### config.mk
export PLATFORM = sky130hd
export DESIGN_NAME = mem_seq_ctrl
export DESIGN_NICKNAME = d
export VERILOG_FILES = /design/src/rtl/mem_seq_ctrl.sv
export SDC_FILE = /design/constraint.sdc
export NUM_CORES = 1
export LEC_CHECK = 0
export CAP_MARGIN = 10
export CORE_MARGIN = 8
export CORE_UTILIZATION = 53
export CTS_BUF_LIST = sky130_fd_sc_hd__clkbuf_16
export CTS_CLUSTER_DIAMETER = 150
export DETAILED_ROUTE_END_ITERATION = 7
export HOLD_SLACK_MARGIN = 0.12
export MAX_ROUTING_LAYER = met4
export PLACE_DENSITY_LB_ADDON = 0.3
export SYNTH_ARGS = -nofsm -noshare
export SYNTH_HDL_FRONTEND = slang
export SYNTH_SLANG_ARGS = --single-unit
### constraint.sdc
create_clock -name clk -period 3.6 [get_ports clk]
set_input_delay 1.08 -clock clk [delete_from_list [all_inputs] [get_ports clk]]
set_output_delay 1.08 -clock clk [all_outputs]
set_load 0.05 [all_outputs]
### src/rtl/mem_seq_ctrl.sv
// mem_seq_ctrl: command sequencer in front of reg_mem.
// Turns single and burst write/read commands into reg_mem accesses and
// returns read data over a valid/ready response channel. Burst fill writes an
// incrementing data pattern over a wrapping address range.
module mem_seq_ctrl #(
  parameter int DATA_WIDTH = 8,
  parameter int ADDR_BITS  = 5
) (
  input  logic                  clk,
  input  logic                  rst_n,
  input  logic                  cmd_valid,
  output logic                  cmd_ready,
  input  logic [1:0]            cmd_op,
  input  logic [ADDR_BITS-1:0]  cmd_addr,
  input  logic [DATA_WIDTH-1:0] cmd_data,
  input  logic [ADDR_BITS:0]    cmd_len,
  output logic                  rsp_valid,
  input  logic                  rsp_ready,
  output logic [DATA_WIDTH-1:0] rsp_data,
  output logic [ADDR_BITS-1:0]  rsp_addr,
  output logic                  done,
  output logic                  busy,
  output logic [ADDR_BITS-1:0]  mem_addr,
  output logic [DATA_WIDTH-1:0] mem_data_in,
  output logic                  mem_wen,
  input  logic [DATA_WIDTH-1:0] mem_data_out
);

  typedef enum logic [2:0] {
    IDLE,
    WR,
    RD_ISSUE,
    RD_CAP,
    RSP_WAIT
  } state_t;

  localparam logic [ADDR_BITS-1:0]  ADDR_ONE = {{(ADDR_BITS-1){1'b0}}, 1'b1};
  localparam logic [DATA_WIDTH-1:0] DATA_ONE = {{(DATA_WIDTH-1){1'b0}}, 1'b1};
  localparam logic [ADDR_BITS:0]    LEN_ONE  = {{ADDR_BITS{1'b0}}, 1'b1};
  localparam logic [ADDR_BITS:0]    LEN_ZERO = '0;

  state_t                  state, state_d;
  logic [ADDR_BITS-1:0]    addr_cnt, addr_d;
  logic [DATA_WIDTH-1:0]   data_cnt, data_d;
  logic [ADDR_BITS:0]      remaining, rem_d;
  logic [ADDR_BITS-1:0]    mem_addr_d;
  logic [DATA_WIDTH-1:0]   mem_data_d;
  logic                    mem_wen_d;
  logic                    rsp_valid_d;
  logic [DATA_WIDTH-1:0]   rsp_data_d;
  logic [ADDR_BITS-1:0]    rsp_addr_d;
  logic                    done_d;

  assign cmd_ready = (state == IDLE);
  assign busy      = (state != IDLE);

  // State register; reset returns to IDLE, aborting any command in flight.
  always_ff @(posedge clk) begin
    if (!rst_n) state <= IDLE;
    else        state <= state_d;
  end

  // Next-state and next-output logic. Memory-side outputs are computed one
  // cycle ahead so that the registered mem_* values line up with the state
  // that owns them (e.g. mem_addr is already valid during RD_ISSUE).
  always_comb begin
    state_d     = state;
    addr_d      = addr_cnt;
    data_d      = data_cnt;
    rem_d       = remaining;
    mem_addr_d  = mem_addr;
    mem_data_d  = mem_data_in;
    mem_wen_d   = 1'b0;
    rsp_valid_d = rsp_valid;
    rsp_data_d  = rsp_data;
    rsp_addr_d  = rsp_addr;
    done_d      = 1'b0;
    case (state)
      IDLE: begin
        if (cmd_valid) begin
          addr_d = cmd_addr;
          data_d = cmd_data;
          rem_d  = cmd_op[1] ? cmd_len : LEN_ONE;
          if (cmd_op[1] && (cmd_len == LEN_ZERO)) begin
            done_d = 1'b1;
          end else if (!cmd_op[0]) begin
            state_d    = WR;
            mem_wen_d  = 1'b1;
            mem_addr_d = cmd_addr;
            mem_data_d = cmd_data;
          end else begin
            state_d    = RD_ISSUE;
            mem_addr_d = cmd_addr;
          end
        end
      end
      WR: begin
        rem_d = remaining - LEN_ONE;
        if (remaining == LEN_ONE) begin
          state_d = IDLE;
          done_d  = 1'b1;
        end else begin
          addr_d     = addr_cnt + ADDR_ONE;
          data_d     = data_cnt + DATA_ONE;
          mem_addr_d = addr_cnt + ADDR_ONE;
          mem_data_d = data_cnt + DATA_ONE;
          mem_wen_d  = 1'b1;
        end
      end
      RD_ISSUE: begin
        state_d = RD_CAP;
      end
      RD_CAP: begin
        rsp_data_d  = mem_data_out;
        rsp_addr_d  = addr_cnt;
        rsp_valid_d = 1'b1;
        state_d     = RSP_WAIT;
      end
      RSP_WAIT: begin
        if (rsp_ready) begin
          rsp_valid_d = 1'b0;
          addr_d      = addr_cnt + ADDR_ONE;
          rem_d       = remaining - LEN_ONE;
          if (remaining == LEN_ONE) begin
            state_d = IDLE;
            done_d  = 1'b1;
          end else begin
            state_d    = RD_ISSUE;
            mem_addr_d = addr_cnt + ADDR_ONE;
          end
        end
      end
      default: begin
        state_d = IDLE;
      end
    endcase
  end

  // Counters and registered outputs; reset drops any pending response and
  // deasserts the write enable on the reset edge itself.
  always_ff @(posedge clk) begin
    if (!rst_n) begin
      addr_cnt    <= '0;
      data_cnt    <= '0;
      remaining   <= '0;
      mem_addr    <= '0;
      mem_data_in <= '0;
      mem_wen     <= 1'b0;
      rsp_valid   <= 1'b0;
      rsp_data    <= '0;
      rsp_addr    <= '0;
      done        <= 1'b0;
    end else begin
      addr_cnt    <= addr_d;
      data_cnt    <= data_d;
      remaining   <= rem_d;
      mem_addr    <= mem_addr_d;
      mem_data_in <= mem_data_d;
      mem_wen     <= mem_wen_d;
      rsp_valid   <= rsp_valid_d;
      rsp_data    <= rsp_data_d;
      rsp_addr    <= rsp_addr_d;
      done        <= done_d;
    end
  end

endmodule

==> flow_summary.json, run 1 <==
{
  "path_max_fanout": 13,
  "numCtsBuffers": 5,
  "clkTransAtPathRegs_ns": 0.06,
  "crit_chain": "nor3_1 -> inv_1 -> clkdlybuf4s50_1",
  "slew_headroom_pct": 57.93,
  "crit_path_end_kind": "output pin",
  "rows": 25,
  "start_util_pct": 55.26,
  "yosysUniqueCellTypes": 53,
  "tightest_slew_ns": 0.6291,
  "synth-edff-count": 0,
  "n_antenna_cell": 0,
  "grt_use_total_pct": 17.64,
  "mostFrequentLayoutCells": "nand2_1 (62), clkdlybuf4s50_1 (62), dfxtp_1 (51), o21ai_0 (23), a21boi_0 (15)",
  "final_core_util_pct": 71.34,
  "clkLatencyLatePin_ns": 0.29,
  "ant_nets": 0,
  "final-setup-viol-count": 0,
  "place.gp.congestion": 0.8917,
  "synth_ff_type": "dfxtp_1",
  "power_density_mw_per_mm2": 496.1,
  "cap_violations": 0,
  "core_sq_mm": 0.004755,
  "power_leakage_nw": 1.306,
  "synth_fp_nets": 344,
  "cts_buffer_depth": 2,
  "crit_path_top_delay_cell": "clkdlybuf4s50_1",
  "avgSynthCellArea_sq_um": 8.559,
  "maxSlewViolCount": 0,
  "grt_pass1_wl_mm": 10.51,
  "antenna_found_initial": 0,
  "synth_area_leader_cell": "dfxtp_1",
  "grt.overflow.total": 0,
  "ios": 64,
  "status": "completed",
  "cts_repair_resize_count": 0,
  "finalHoldViolations": 0,
  "post_cts_buffers": 0,
  "netlist_area_sq_mm": 0.002628,
  "die_w_um": 86.41,
  "ys_top_cells_by_area": "dfxtp_1 (39%), nand2_1 (8.9%), o21ai_0 (4.4%), a21boi_0 (4.3%), mux2i_1 (3.4%)",
  "fill_cells": 394,
  "grt_pass1_vias": 2252,
  "wl_per_cell_um": 14.39,
  "finClkSkew_ns": 0.003744,
  "synthArstFlopShare_pct": 0,
  "fmax_mhz": 324.0,
  "nets": 400,
  "die_area_sq_mm": 0.007467,
  "portBuffers": 63,
  "vias": 2295,
  "routed_wirelength_mm": 6.201,
  "drive_above_1_share_pct": 8.242,
  "yosys.area.top_type_share_pct": 38.86,
  "synth_seq_cells": 51,
  "htree_levels": 2,
  "numClockSinks": 51,
  "fin_crit_ns": 3.086,
  "min_path_type": "flop to flop",
  "dr.pass1.iters": 4,
  "rsz0062_at_grt": "no",
  "cp.required_ns": 2.52,
  "post-dp-hpwl_mm": 4.540,
  "drc_errors": 0,
  "first_iter_violations": 200,
  "yosys_warnings": 0,
  "dieHeight_um": 86.41,
  "cts-root-buf": "clkbuf_16",
  "setup_tns_ns": 0,
  "worstPathArrival_ns": 2.01,
  "period_share_pct": 85.73,
  "syn_to_final_growth_pct": 29.10,
  "cpPeakStageDelay_ns": 0.83,
  "viasPerCell": 5.325,
  "yosysSeqAreaShare_pct": 38.86,
  "grt_max_degree": 34,
  "start_kind": "flop",
  "synth_cells": 307,
  "cts_tree": "done",
  "ir_drop_mv": 0.2652,
  "path_class": "flop to output pin",
  "postCtsHoldBufs": 0
}
flip-flops by register name, indices dropped and copies added (netlist names):
register	cells
mem_addr	5
rsp_data	8
remaining	6
state	3
mem_wen	1
mem_data_in	8
data_cnt	8
rsp_valid	1
done	1
rsp_addr	5
addr_cnt	5
power breakdown:
group / switching [W] / internal, W
logic: 0.000330 / 0.000229
registers: 0.0000538 / 0.000627
clock network: 0.000192 / 0.000250
total: 0.000576 / 0.00111
final cells by class:
type	instances	area [sq um]	area share, %
flip-flops and latches	51	1021	30.10
multi-input cells	233	1476	43.53
clock inverters	3	11.26	0.3320
well taps	67	83.83	2.471
inverters	5	18.77	0.5533
repair buffers	67	655.6	19.33
clock buffers	5	125.1	3.689
logic make-up (layout without fill, tap and decap cells):
group                    count (synthesis)  after routing  synth area share [%]
XOR/XNOR                                10             10                 3.333
adder cells (fa/ha/maj)                  4              4                 1.905
multiplexers                            16             16                 6.857
buffers and inverters                   23             80                 4.952
AND/OR/NAND/NOR                        126            126                 23.33
AO/OA/AOI/OAI                           77             77                 20.76
flip-flops                              51             51                 38.86
stage by stage:
step,power [W],setup slack (ns),cells,area (sq um),hold slack (ns)
CTS,0.001690,0.5328,431,3392,0.4637
global route,0.001773,0.3960,431,3392,0.4837
global placement,0.001237,0.6276,423,3256,0.4459
detailed placement,0.001249,0.5784,423,3256,0.4526
floorplan,0.001095,0.3158,307,2628,0.4600
finish,0.001683,0.5136,431,3392,0.4585
cell usage after synthesis (2+ instances only):
cell type	n
clkbuf_1	9
and3_1	7
mux2i_1	9
a21o_1	4
nand2b_1	2
a21boi_0	15
nand2_1	62
and2_1	6
mux2_2	4
o22ai_1	3
a21boi_1	4
nor3_1	3
xor2_1	5
dfxtp_1	51
nand3b_1	3
mux2_4	3
xnor2_1	5
a21oi_1	11
nor2_1	12
o211ai_1	3
inv_1	5
nor2b_1	7
o21ai_0	23
buf_4	2
ha_1	4
nand3_1	14
buf_6	3
buf_2	3
path summary, 6_finish.rpt:
check        slack, ns     endpoint  depth (start not counted)         from
max               0.51         busy                          3     state[2]
min               0.46  rsp_data[7]                          2  rsp_data[7]
max reg2reg       1.30  mem_addr[0]                          6     state[0]
min reg2reg       0.46  rsp_data[7]                          2  rsp_data[7]
per-layer routing:
metal  share of wire (%)  up-vias  track usage [%]
li1                    -     1170                -
met1                  45     1051            22.09
met2                  45       68            26.04
met3                 8.2        6            6.616
met4                0.95        0            4.538
met5                   0        -                -
critical path: cells and delay by family, from the launching register on:
family | cells | cell delay [ns]
and+or+nand+nor | 1 | 0.14
DFF | 1 | 0.58
buffers and inverters | 2 | 1.00
Power figures use the tool's default switching activity.
==> inputs of run 2 (changes only) <==
--- a/config.mk
+++ b/config.mk
@@ -17,3 +17,4 @@
 export SYNTH_ARGS = -nofsm -noshare
 export SYNTH_HDL_FRONTEND = slang
 export SYNTH_SLANG_ARGS = --single-unit
+export TNS_END_PERCENT = 30
==> results of run 2 <==
No change in the layout: final DEF, timing and power equal those of run 1.
==> inputs of run 3 (changes only) <==
--- a/config.mk
+++ b/config.mk
@@ -6,7 +6,7 @@
 export NUM_CORES = 1
 export LEC_CHECK = 0
 export CAP_MARGIN = 10
-export CORE_MARGIN = 8
+export CORE_MARGIN = 2
 export CORE_UTILIZATION = 53
 export CTS_BUF_LIST = sky130_fd_sc_hd__clkbuf_16
 export CTS_CLUSTER_DIAMETER = 150
==> run 3 against run 2 <==
- sequential share of layout area shrank 0.49 points
- design area increased by 1.7%
- global-route usage rose by 5.8 points
- die area down 26%
- fmax is 0.34% lower
- worst hold slack about the same
- sequential power is essentially flat
- cell count stayed put
- clock power rose by 37%
- register-to-register slack better by 0.04 ns
- total power is 9.5% higher
==> flow_summary.json, run 3 (synthesis results as in run 1) <==
{
  "maxSlewViolCount": 0,
  "p_clk_share_pct": 32.8,
  "power_switching_w": 0.0005882,
  "drc_errors": 0,
  "start_util_pct": 55.26,
  "tightest_slew_ns": 0.6919,
  "rows": 25,
  "grt_pass1_wl_mm": 9.887,
  "status": "completed",
  "htree_levels": 2,
  "die_area_sq_mm": 0.005537,
  "grt.overflow.total": 0,
  "dieHeight_um": 74.41,
  "grt_use_total_pct": 23.45,
  "n_antenna_cell": 0,
  "path_max_fanout": 13,
  "post-dp-hpwl_mm": 4.029,
  "total_power_w": 0.001842,
  "die_w_um": 74.41,
  "portBuffers": 63,
  "routed_wirelength_mm": 5.898,
  "finClkSkew_ns": 0.004665,
  "fin_ws_ns": 0.5032,
  "holdPathStages": 2,
  "cpPeakStageDelay_ns": 0.83,
  "drive_above_1_share_pct": 9.066,
  "top_regs": "data_cnt x8, mem_data_in x8, rsp_data x8",
  "final-setup-viol-count": 0,
  "fmax_mhz": 322.9,
  "power_density_mw_per_mm2": 534.2,
  "dr.pass1.iters": 4,
  "whs_ns": 0.4589,
  "first_iter_violations": 173,
  "cts_tree": "done",
  "worstPathArrival_ns": 2.02,
  "cts_buffer_depth": 2,
  "cts_repair_resize_count": 0,
  "worstHoldStart": "mem_data_in[0]",
  "power_leakage_nw": 1.326,
  "wl_per_cell_um": 13.68,
  "ant_nets": 0,
  "post_cts_buffers": 0,
  "cp.required_ns": 2.52,
  "fin_crit_ns": 3.097,
  "nets": 400,
  "grt_pass1_vias": 2191,
  "min_to": "mem_data_in[0]",
  "p_int_w": 0.001254,
  "mostFrequentLayoutCells": "nand2_1 (62), clkdlybuf4s50_1 (62), dfxtp_1 (51), o21ai_0 (23), a21boi_0 (15)",
  "place.gp.congestion": 0.8764,
  "clkLatencyLatePin_ns": 0.29,
  "crit_chain": "nor3_1 -> inv_1 -> clkdlybuf4s50_1",
  "numCtsBuffers": 5,
  "cap_violations": 0,
  "core_sq_mm": 0.004755,
  "r2r_cells": 5,
  "dpl_worst_slack_ns": 0.5939,
  "final_core_util_pct": 72.53,
  "clkTransAtPathRegs_ns": 0.06,
  "rrSetupSlack_ns": 1.34,
  "combinationalPowerShare_pct": 30.4,
  "antenna_found_initial": 0,
  "slew_headroom_pct": 53.87,
  "rsz0062_at_grt": "no",
  "finalHoldViolations": 0,
  "regToRegEndpoint": "mem_addr[0]",
  "path_class": "flop to output pin",
  "power_switching_share_pct": 31.93,
  "min_path_type": "flop to flop",
  "period_share_pct": 86.02,
  "syn_to_final_growth_pct": 31.24,
  "ios": 64,
  "postCtsHoldBufs": 0,
  "cts-root-buf": "clkbuf_16",
  "r2r_start": "state[2]",
  "crit_path_end_kind": "output pin",
  "ir_drop_mv": 0.2594,
  "setup_tns_ns": 0,
  "start_kind": "flop",
  "grt_max_degree": 49,
  "sequentialPowerShare_pct": 36.8,
  "numClockSinks": 51,
  "viasPerCell": 5.422,
  "vias": 2337,
  "crit_path_top_delay_cell": "clkdlybuf4s50_1"
}
## run 3: cell types whose count changed in the layout (fill, tap and decap cells not counted), sizes merged
cell,delta
bufinv,+2
inv,-1
clkinvlp,+1
clkinv,-2
## run 3: worst max-delay path by stage
stage | start | end | slack (ns) | depth (start not counted)
global route | state[2] | busy | 0.43 | 3
CTS | state[2] | busy | 0.52 | 3
finish | state[2] | busy | 0.50 | 3
detailed placement | cmd_op[1] | mem_data_in[5] | 0.59 | 6
floorplan | state[0] | busy | 0.32 | 2
global placement | cmd_op[1] | mem_data_in[7] | 0.61 | 6
## run 3: layout make-up
class                      instances  area [sq um]
multi-input combinational        233          1476
clock buffer                       5         125.1
timing repair buffer              67         655.6
clock inverter                     3         67.56
inverter                           5         18.77
sequential                        51          1021
tap                               67         83.83
fill                             380          1306
## run 3: power by group through the flow
| stage | Clock, W | Sequential [W] | Combinational (W) |
|---|---|---|---|
| 5_1_grt | 0.000633 | 0.000686 | 0.000614 |
| 2_1_floorplan | 0 | 0.000776 | 0.000319 |
| 3_3_place_gp | 0 | 0.000688 | 0.000547 |
| 4_1_cts | 0.000613 | 0.000677 | 0.000561 |
| 3_5_place_dp | 0 | 0.000689 | 0.000555 |
| 6_report | 0.000604 | 0.000678 | 0.000560 |
## run 3: per-stage QoR
stage          instance area (sq um)  cells
6_report                        3448    431
2_1_floorplan                   2628    307
4_1_cts                         3448    431
3_5_place_dp                    3256    423
5_1_grt                         3448    431
3_3_place_gp                    3256    423
## run 3: metal layers
| layer | up-vias | part of all wire, % | track usage [%] |
|---|---|---|---|
| li1 | 1177 | - | - |
| met1 | 1085 | 47 | 29.98 |
| met2 | 67 | 46 | 36.58 |
| met3 | 8 | 5.6 | 5.827 |
| met4 | 0 | 1.4 | 7.143 |
| met5 | - | 0 | - |
## run 3: critical path: cells and delay by family (launching register included)
kind	cells	cell delay [ns]
buffers and inverters	2	1.00
and+or+nand+nor	1	0.14
DFF	1	0.59
